## config.mk

```make
export PLATFORM = sky130hd
export DESIGN_NAME = device_io_regs_flat
export DESIGN_NICKNAME = d
export VERILOG_FILES = /design/src/rtl/device_io_pkg.sv /design/src/rtl/device_io_if.sv /design/src/rtl/io_debounce.sv /design/src/rtl/device_io_regs.sv /design/src/flat_wrapper.sv
export SDC_FILE = /design/constraint.sdc
export NUM_CORES = 2
export LEC_CHECK = 0
export BUFFER_PORTS_ARGS = -buffer_cell sky130_fd_sc_hd__buf_2
export CAP_MARGIN = 20
export CORE_MARGIN = 4
export CORE_UTILIZATION = 40
export CTS_CLUSTER_DIAMETER = 150
export DETAILED_ROUTE_END_ITERATION = 6
export GPL_TIMING_DRIVEN = 0
export SYNTH_ARGS = -nofsm -noshare
export SYNTH_HDL_FRONTEND = slang
export SYNTH_SLANG_ARGS = --single-unit
```

## constraint.sdc

```tcl
create_clock -name clk -period 2.4 [get_ports clk]
set_input_delay 0.72 -clock clk [delete_from_list [all_inputs] [get_ports clk]]
set_output_delay 0.72 -clock clk [all_outputs]
set_load 0.01 [all_outputs]
```

## src/rtl/device_io_pkg.sv

```systemverilog
// rtl/device_io_pkg.sv - register offsets shared by the device I/O block
package device_io_pkg;

    localparam logic [3:0] REG_LED    = 4'h0;
    localparam logic [3:0] REG_SEG    = 4'h1;
    localparam logic [3:0] REG_SW     = 4'h2;
    localparam logic [3:0] REG_BTN    = 4'h3;
    localparam logic [3:0] REG_EDGE   = 4'h4;
    localparam logic [3:0] REG_IRQ_EN = 4'h5;
    localparam logic [3:0] REG_TIMER  = 4'h6;

endpackage

```

## src/rtl/device_io_if.sv

```systemverilog
// rtl/device_io_if.sv - CPU-side register bus of the device I/O block
interface device_io_if;

    logic [7:0]  device_io_addr;
    logic [31:0] device_io_write_data;
    logic        device_io_wen;
    logic [31:0] device_io_read_data;

    modport master (
        output device_io_addr,
        output device_io_write_data,
        output device_io_wen,
        input  device_io_read_data
    );

    modport slave (
        input  device_io_addr,
        input  device_io_write_data,
        input  device_io_wen,
        output device_io_read_data
    );

endinterface

```

## src/rtl/io_debounce.sv

```systemverilog
// rtl/io_debounce.sv - 2-FF synchroniser plus per-bit stability counter
module io_debounce #(
    parameter int          WIDTH      = 1,
    parameter logic [15:0] DEB_CYCLES = 16'd1000
) (
    input  logic             clk,
    input  logic             rst,
    input  logic [WIDTH-1:0] din,
    output logic [WIDTH-1:0] dout
);

    logic [WIDTH-1:0] sync1_q, sync1_d;
    logic [WIDTH-1:0] sync2_q, sync2_d;
    logic [WIDTH-1:0] deb_q, deb_d;
    logic [15:0]      cnt_q [WIDTH];
    logic [15:0]      cnt_d [WIDTH];

    always_comb begin
        sync1_d = din;
        sync2_d = sync1_q;
        deb_d   = deb_q;
        for (int i = 0; i < WIDTH; i++) begin
            cnt_d[i] = '0;
            // counter only runs while the synchronised level disagrees
            if (sync2_q[i] != deb_q[i]) begin
                if (cnt_q[i] == DEB_CYCLES - 16'd1) begin
                    deb_d[i] = sync2_q[i];
                end else begin
                    cnt_d[i] = cnt_q[i] + 16'd1;
                end
            end
        end
    end

    always_ff @(posedge clk) begin
        if (rst) begin
            sync1_q <= '0;
            sync2_q <= '0;
            deb_q   <= '0;
            for (int i = 0; i < WIDTH; i++) cnt_q[i] <= '0;
        end else begin
            sync1_q <= sync1_d;
            sync2_q <= sync2_d;
            deb_q   <= deb_d;
            for (int i = 0; i < WIDTH; i++) cnt_q[i] <= cnt_d[i];
        end
    end

    assign dout = deb_q;

endmodule

```

## src/rtl/device_io_regs.sv

```systemverilog
// rtl/device_io_regs.sv - LED/SEG registers, debounced inputs, edge IRQ and cycle timer
module device_io_regs
    import device_io_pkg::*;
#(
    parameter int          SW_WIDTH   = 16,
    parameter int          LED_WIDTH  = 16,
    parameter int          BTN_COUNT  = 20,
    parameter logic [15:0] DEB_CYCLES = 16'd1000
) (
    input  logic                 clk,
    input  logic                 rst,
    device_io_if.slave           bus,
    input  logic [SW_WIDTH-1:0]  sw,
    input  logic [BTN_COUNT-1:0] btn,
    output logic [LED_WIDTH-1:0] led_out,
    output logic [31:0]          seg_text,
    output logic                 irq
);

    logic [SW_WIDTH-1:0]  sw_deb;
    logic [BTN_COUNT-1:0] btn_deb;

    io_debounce #(.WIDTH(SW_WIDTH), .DEB_CYCLES(DEB_CYCLES)) u_sw_deb (
        .clk(clk), .rst(rst), .din(sw), .dout(sw_deb)
    );

    io_debounce #(.WIDTH(BTN_COUNT), .DEB_CYCLES(DEB_CYCLES)) u_btn_deb (
        .clk(clk), .rst(rst), .din(btn), .dout(btn_deb)
    );

    logic [LED_WIDTH-1:0] led_q, led_d;
    logic [31:0]          seg_q, seg_d;
    logic [BTN_COUNT-1:0] irq_en_q, irq_en_d;
    logic [BTN_COUNT-1:0] edge_q, edge_d;
    logic [BTN_COUNT-1:0] btn_prev_q, btn_prev_d;
    logic [31:0]          timer_q, timer_d;
    logic [31:0]          rd_data_q, rd_data_d;
    logic                 irq_q, irq_d;

    logic [3:0]           sel;
    logic [31:0]          wdata;
    logic                 wen;
    logic [BTN_COUNT-1:0] edge_clr;
    logic                 unused_addr_bits;

    assign sel              = bus.device_io_addr[7:4];
    assign wdata            = bus.device_io_write_data;
    assign wen              = bus.device_io_wen;
    assign unused_addr_bits = ^bus.device_io_addr[3:0];

    always_comb begin
        led_d      = led_q;
        seg_d      = seg_q;
        irq_en_d   = irq_en_q;
        edge_clr   = '0;
        timer_d    = timer_q + 32'd1;
        btn_prev_d = btn_deb;
        if (wen) begin
            case (sel)
                REG_LED:    led_d    = wdata[LED_WIDTH-1:0];
                REG_SEG:    seg_d    = wdata;
                REG_EDGE:   edge_clr = wdata[BTN_COUNT-1:0];
                REG_IRQ_EN: irq_en_d = wdata[BTN_COUNT-1:0];
                REG_TIMER:  timer_d  = wdata;
                default:    ;
            endcase
        end
        // a fresh rising edge overrides a simultaneous write-1-to-clear
        edge_d = (edge_q & ~edge_clr) | (btn_deb & ~btn_prev_q);
        irq_d  = |(edge_q & irq_en_q);

        rd_data_d = '0;
        case (sel)
            REG_LED:    rd_data_d[LED_WIDTH-1:0] = led_q;
            REG_SEG:    rd_data_d                = seg_q;
            REG_SW:     rd_data_d[SW_WIDTH-1:0]  = sw_deb;
            REG_BTN:    rd_data_d[BTN_COUNT-1:0] = btn_deb;
            REG_EDGE:   rd_data_d[BTN_COUNT-1:0] = edge_q;
            REG_IRQ_EN: rd_data_d[BTN_COUNT-1:0] = irq_en_q;
            REG_TIMER:  rd_data_d                = timer_q;
            default:    rd_data_d                = '0;
        endcase
    end

    always_ff @(posedge clk) begin
        if (rst) begin
            led_q      <= '0;
            seg_q      <= '0;
            irq_en_q   <= '0;
            edge_q     <= '0;
            btn_prev_q <= '0;
            timer_q    <= '0;
            rd_data_q  <= '0;
            irq_q      <= 1'b0;
        end else begin
            led_q      <= led_d;
            seg_q      <= seg_d;
            irq_en_q   <= irq_en_d;
            edge_q     <= edge_d;
            btn_prev_q <= btn_prev_d;
            timer_q    <= timer_d;
            rd_data_q  <= rd_data_d;
            irq_q      <= irq_d;
        end
    end

    assign bus.device_io_read_data = rd_data_q;
    assign led_out                 = led_q;
    assign seg_text                = seg_q;
    assign irq                     = irq_q;

endmodule

```

## src/flat_wrapper.sv

```systemverilog
// flat-port wrapper written by rule: the top's interface ports become plain ports
module device_io_regs_flat import device_io_pkg::*;
#(
    parameter int          SW_WIDTH   = 16,
    parameter int          LED_WIDTH  = 16,
    parameter int          BTN_COUNT  = 20,
    parameter logic [15:0] DEB_CYCLES = 16'd1000
)
  (clk, rst, sw, btn, led_out, seg_text, irq, bus_device_io_addr, bus_device_io_write_data, bus_device_io_wen, bus_device_io_read_data);
  device_io_if bus_i ();
  input  logic clk;
  input  logic rst;
  input  logic [SW_WIDTH-1:0] sw;
  input  logic [BTN_COUNT-1:0] btn;
  output logic [LED_WIDTH-1:0] led_out;
  output logic [31:0] seg_text;
  output logic irq;
  input wire logic [$bits(bus_i.device_io_addr)-1:0] bus_device_io_addr;
  input wire logic [$bits(bus_i.device_io_write_data)-1:0] bus_device_io_write_data;
  input wire logic [$bits(bus_i.device_io_wen)-1:0] bus_device_io_wen;
  output wire logic [$bits(bus_i.device_io_read_data)-1:0] bus_device_io_read_data;
  assign bus_i.device_io_addr = bus_device_io_addr;
  assign bus_i.device_io_write_data = bus_device_io_write_data;
  assign bus_i.device_io_wen = bus_device_io_wen;
  assign bus_device_io_read_data = bus_i.device_io_read_data;
  device_io_regs #(.SW_WIDTH(SW_WIDTH), .LED_WIDTH(LED_WIDTH), .BTN_COUNT(BTN_COUNT), .DEB_CYCLES(DEB_CYCLES)) u_core (.clk(clk), .rst(rst), .bus(bus_i), .sw(sw), .btn(btn), .led_out(led_out), .seg_text(seg_text), .irq(irq));
endmodule
```

[Word level (Yosys, flattened, before mapping)]
Memory sizes are Yosys's and may differ from the RTL's.
Index checks and enable logic that the tools add are counted.
Storage, ports and cells
  flip-flop bits (word level): 281
  memory bits (writable): 576
  input bits: 79
  output and inout bits: 81
  logic and storage cells: 366
  memories kept: 2
Cells by class
  $add $sub $neg: 37
  equality and inequality tests: 78
  mux-type cells: 118
  bitwise gates (word level): 42
  reduce and logical (&&, ||, !) cells: 41
Memory list
  u_core.u_btn_deb.cnt_q: words 20, bits a word 16, read ports 20, clocked after memory_dff 0, wr ports 20, line io_debounce.sv:15  | logic [15:0] cnt_q [WIDTH];
  u_core.u_sw_deb.cnt_q: words 16, bits a word 16, read ports 16, clocked after memory_dff 0, wr ports 16, line io_debounce.sv:15
Operator list (number)
  $mux 16: 108
  $add 16x1->16 const B: 36
  $eq 16x10->1 const B: 36
  $pmux 16 s7: 1
  $reduce_and 2->1: 39
  $mux 32: 2
  $and 20x20->20: 3
  $mux 20: 2
  $not 20->20: 2
  $ne 1x1->1: 36
  $or 1x1->1: 36
  $add 32x1->32 const B: 1
  $pmux 12 s2: 1
  $or 20x20->20: 1
  $pmux 4 s5: 1
  $reduce_or 20->1: 1
  $eq 4x3->1 const B: 3
  $eq 4x2->1 const B: 2
  $eq 4x1->1 const B: 1
  $logic_not 4->1: 1
  $mux 1: 3

[Longest topological paths before layout]
  word-level depth: 6
  depth in mapped cells: 7
  depth with buffers taken out: 5

[Hierarchy]
Synthesis repeated with hierarchy kept, for this count alone.
Unflattened totals
  cell total of the unflattened synthesis: 4129
  area, all modules: 36231.0 µm²
By module, submodules not included
  io_debounce at u_core.u_btn_deb: times used 1, cells an instance 1788, area each 15931.5 µm², sequential area each 7607.3 µm²
  io_debounce at u_core.u_sw_deb: times used 1, cells an instance 1457, area each 12893.6 µm², sequential area each 6085.8 µm²
  device_io_regs: times used 1, cells an instance 884, area each 7405.9 µm², sequential area each 3463.3 µm²

[Least setup slack after synthesis]
Ideal clock, no wire load.
  path type: input to register
  from: in bus_device_io_addr[7]
  to: reg u_core.rd_data_q[28], in the netlist u_core.bus.device_io_read_data[28]
  setup time: 65 ps
  arrival: 2277 ps
  data required time: 2335 ps
  setup slack: 58 ps
  cell stages on the path: 6
  buffers on the path: 3
  path through: clkbuf_1 nor4b_1 clkbuf_1 clkbuf_1 a22oi_1 nor2_1
On the way
  word-level cells in the longest chain between the ends: 2
  elaborated cells between the ends (all ways): 3
  classes of those cells: eq/ne: 2; mux: 1
Ends and longest elaborated chain
  start: declaration: line flat_wrapper.sv:18  | input wire logic [$bits(bus_i.device_io_addr)-1:0] bus_device_io_addr;
  $eq 4x3->1 or $eq 4x1->1 (tied branches): line device_io_regs.sv:73  | case (sel)
  $pmux 12 s2 (*): line device_io_regs.sv:73
  end signal: assignment: line device_io_regs.sv:102  | rd_data_q <= rd_data_d;
  end: declaration: line device_io_regs.sv:37  | logic [31:0] rd_data_q, rd_data_d;
Every way passes the cells marked *; elsewhere a longest branch is shown, timed or not.
A chain may end at the register's enable or synchronous reset.

[Final worst setup path]
  from: in bus_device_io_addr[4]
  to: reg u_core.rd_data_q[10], in the netlist u_core.bus.device_io_read_data[10]
On the way
  word-level cells in the longest chain between the ends: 2
  elaborated cells between the ends (all ways): 8
  classes of those cells: eq/ne: 6; mux: 1; reduce/logical: 1
Ends and longest elaborated chain (line)
  $eq 4x3->1 (tied with other cells): device_io_regs.sv:73
  $pmux 16 s7 (*): device_io_regs.sv:73
Marks and branches as above.

==> impl_metrics.yaml <==
status:
  status: "finished with violations"
  violations: "design-rule violations, negative setup slack"
drt:
  wl_met1_mm: 44.65
  drtIter0Drc: 2105
  viasPerCell: 5.358
  route.met2.wl_mm: 40.51
  vias: 29690
  wl_met3_mm: 7.714
  finalWirelength_mm: 95.30
  first_pass_iters: 7
  top_layer_used: "met5"
  wl_per_cell_um: 17.20
  route.detailed.drc: 8
  ant_nets: 0
timing:
  finalSetupViolCount: 2
  fin_skew_ns: 0.02936
  fmax_ghz: 0.4082
  hold_violations: 0
  worst_pin_slew_ns: 1.000
  drv_slew: 0
  fin_tns_setup_ns: -0.05967
  post-route-period-util_pct: 102.1
  relSlewSlack_pct: 33.30
  setup_ws_ns: -0.05005
  rsz0062_at_grt: "yes"
  period_needed_ns: 2.450
die:
  rows: 109
  start_util_pct: 40.37
  ios: 160
  dieArea_um2: 94030
  die_h_um: 306.6
  coreArea_um2: 88370
  die_x_um: 306.6
synth:
  syn_area_per_cell_um2: 8.824
  synth.top_cell.area_share_pct: 48.09
  async_reset_ff_share_pct: 0
  ys_warn_count: 0
  synth_nets: 4159
  synth-main-ff-cell: "dfxtp_1"
  ys_seq_area_share_pct: 48.09
  synth_top_area_cell: "dfxtp_1"
  synth_edf_count: 0
  syn_inst: 4043
  synth.area.top_cells: "dfxtp_1, nor2_1, xnor2_1"
  ys_ff_latch: 857
  post_synth_num_cell_types: 56
  netlist_area_um2: 35670
setup_path:
  cp.required_ns: 2.89
  crit_end: "u_core.bus.device_io_read_data[10]$_SDFF_PP0_"
  crit_slowest_cell: "nor4bb_1"
  reg2reg_from: "u_core.timer_q[2]$_SDFF_PP0_"
  critPathLaunch: "bus_device_io_addr[4]"
  cp-end-kind: "flop"
  cp_slowest_stage_delay_ns: 0.57
  start_kind: "input port"
  rrSetupSlack_ns: 0.11
  critical_path.max_fanout: 10
  critPathMostFrequentCell: "clkbuf_1"
  worstPathArrival_ns: 2.94
  worstSetupPathType: "in -> reg"
  crit_chain: "buf_2 -> clkbuf_1 -> nor4bb_1 -> clkbuf_1 -> a22oi_1 -> a31oi_1"
  worstReg2RegEnd: "u_core.timer_q[27]$_SDFF_PP0_"
  worstRegToRegCells: 5
clock_network:
  clk_path_buf_depth: 3
  clk_pin_slew_ns: 0.06
  cts_sinks: 857
  insertion_delay_ns: 0.66
  post_cts_buffers: 0
  numCtsBuffers: 93
  cts_root_buf: "clkbuf_16"
  ctsHoldBuffers: 0
  htreeDepth: 3
  cts_tree: "done"
global_routing:
  first_global_vias: 27680
  grt_max_degree: 15
  grt_antenna_before_repair: 12
  grt_pass1_wl_mm: 150.8
  grt_usage_pct: 19.66
  overflow: 0
power:
  power_density_nw_per_um2: 722.9
  leakage_nw: 13.44
  ir_worst_vdd_uv: 561.2
placement:
  post-place-ws_ns: -2.021
  place.gp.congestion: 0.9464
  dp_hpwl_mm: 68.30
  port_buffers: 152
finish:
  fillers: 8610
  drive_above_1_share_pct: 9.224
  area_delta_synth_final_pct: 15.80
  final_nets: 4409
job:
  maxCapViolations: 0
worst_hold_path:
  hp-class: "in -> reg"
  holdCritStartpoint: "btn[17]"
==> layer usage <==
layer / vias up / global-route usage [%]
li1: 14820 / -
met1: 13910 / 27.97
met2: 800 / 29.68
met3: 160 / 4.607
met4: 6 / 5.941
met5: - / 0
==> where the power goes <==
part / switching (mW) / leakage, nW / internal (mW)
Combinational: 0.495 / 4.94 / 0.192
Sequential: 0.0795 / 6.92 / 14.3
Clock: 6.03 / 1.57 / 8.74
Total: 6.60 / 13.4 / 23.3
==> layout by cell type (no fill, tap or decap), types with 7 or more instances in the layout <==
cell type	netlist	final
a211oi_1	13	13
a21oi_1	206	206
a222oi_1	14	14
a22oi_1	52	52
a311oi_1	17	17
a31oi_1	21	13
a31oi_2	0	8
and2_1	31	31
and3_1	65	65
and4_1	60	59
buf_2	10	162
bufinv_16	0	8
clkbuf_1	123	103
clkbuf_16	0	93
clkbuf_2	2	28
clkbuf_8	0	23
clkinv_2	0	20
clkinvlp_4	0	7
dfxtp_1	857	857
diode_2	0	8
ha_1	37	37
inv_1	63	63
mux2i_1	27	27
nand2_1	370	370
nand3_1	197	196
nand4_1	161	161
nor2_1	593	593
nor2b_1	113	113
nor3_1	64	64
nor4_1	119	117
nor4b_1	11	9
nor4bb_1	8	8
o21ai_0	59	59
o21ai_1	10	10
o31ai_1	70	70
or2_2	16	16
or3_1	70	70
or4_1	87	87
xnor2_1	235	235
xor2_1	210	210
==> metrics by stage <==
stage	hold slack [ns]	total power [mW]	utilization [%]	area, µm²	cells
finish	0.2723	29.87	46.75	41310	5542
global route	0.2674	30.84	46.72	41290	5534
CTS	0.2361	30.21	46.67	41240	5535
detailed placement	0.4204	15.40	42.95	37960	5364
global placement	0.4146	15.38	42.88	37890	5360
floorplan	0.4129	15.01	-	35670	4043
==> area by class of cell <==
class	instances	area, µm²	share of cell area [%]
sequential	857	17160	41.53
clock buffer	126	2681	6.490
tap	1165	1458	3.528
timing repair buffer	157	838.3	2.029
multi-input combinational	2986	17830	43.17
clock inverter	45	524.3	1.269
inverter	63	236.5	0.5724
antenna	8	20.02	0.04846
buffer	135	564.3	1.366
==> how the worst min path moves through the flow <==
| stage | endpoint | slack, ns | cells past startpoint |
|---|---|---|---|
| after global routing | u_core.u_btn_deb.sync1_q[17]$_SDFF_PP0_ | 0.27 | 2 |
| final | u_core.u_btn_deb.sync1_q[17]$_SDFF_PP0_ | 0.27 | 2 |
| after global placement | u_core.u_btn_deb.sync2_q[2]$_SDFF_PP0_ | 0.41 | 1 |
| after CTS | u_core.u_btn_deb.sync1_q[17]$_SDFF_PP0_ | 0.24 | 2 |
| after detailed placement | u_core.u_btn_deb.sync2_q[12]$_SDFF_PP0_ | 0.42 | 1 |
| after floorplan | u_core.u_btn_deb.cnt_q[0][0]$_SDFF_PP0_ | 0.41 | 1 |
==> worst max-delay path, delay by kind of cell <==
| family | cells | cell delay (ns) |
|---|---|---|
| buffers and inverters | 3 | 0.96 |
| and+or+nand+nor | 1 | 0.57 |
| AOI/OAI and AO/OA | 2 | 0.69 |
==> cells by family (layout without fill, tap and decap cells) <==
kind of cell | after synthesis | in the layout | share of synthesized area, %
buffers and inverters | 200 | 526 | 2.146
flip-flops | 857 | 857 | 48.09
other | 0 | 8 | 0
AO/OA/AOI/OAI | 482 | 482 | 8.372
XOR/XNOR | 445 | 445 | 10.93
multiplexers | 28 | 28 | 0.7891
adder cells (fa/ha/maj) | 37 | 37 | 1.298
AND/OR/NAND/NOR | 1994 | 1994 | 28.38
==> state kept, by name (all words and copies together), names as in the netlist, 20 cells and up <==
signal and flops:
u_core.btn_prev_q 20, u_core.timer_q 32, u_core.u_btn_deb.dout 20, u_core.seg_text 32, u_core.irq_en_q 20, u_core.u_btn_deb.cnt_q 320, u_core.edge_q 20, u_core.u_sw_deb.cnt_q 256
u_core.bus.device_io_read_data 32, u_core.u_btn_deb.sync1_q 20, u_core.u_btn_deb.sync2_q 20
==> Yosys cell counts, types with 4 or more instances <==
cell,number
nor2_1,593
or4_1,87
buf_2,10
nor4bb_1,8
nand4_1,161
nor2b_1,113
dfxtp_1,857
o41ai_1,4
or3_1,70
a21oi_1,206
clkbuf_1,123
inv_1,63
a22oi_1,52
nand2_1,370
xnor2_1,235
nor4b_1,11
a222oi_1,14
o21ai_1,10
a211oi_1,13
mux2i_1,27
nand3_1,197
a311oi_1,17
o31ai_1,70
or4b_2,5
o21ai_0,59
xor2_1,210
a22o_1,6
a31oi_1,21
and4_1,60
nor3_1,64
ha_1,37
a221oi_1,6
nor3b_1,5
and2_1,31
or2_2,16
and3_1,65
nor4_1,119
==> timing repair <==
action / CTS / global route
setup endpoints to repair: 337 / 115
resized for setup: 27 / 31
cloned: 0 / 0
Note: power is estimated with default switching activity, not from simulation.
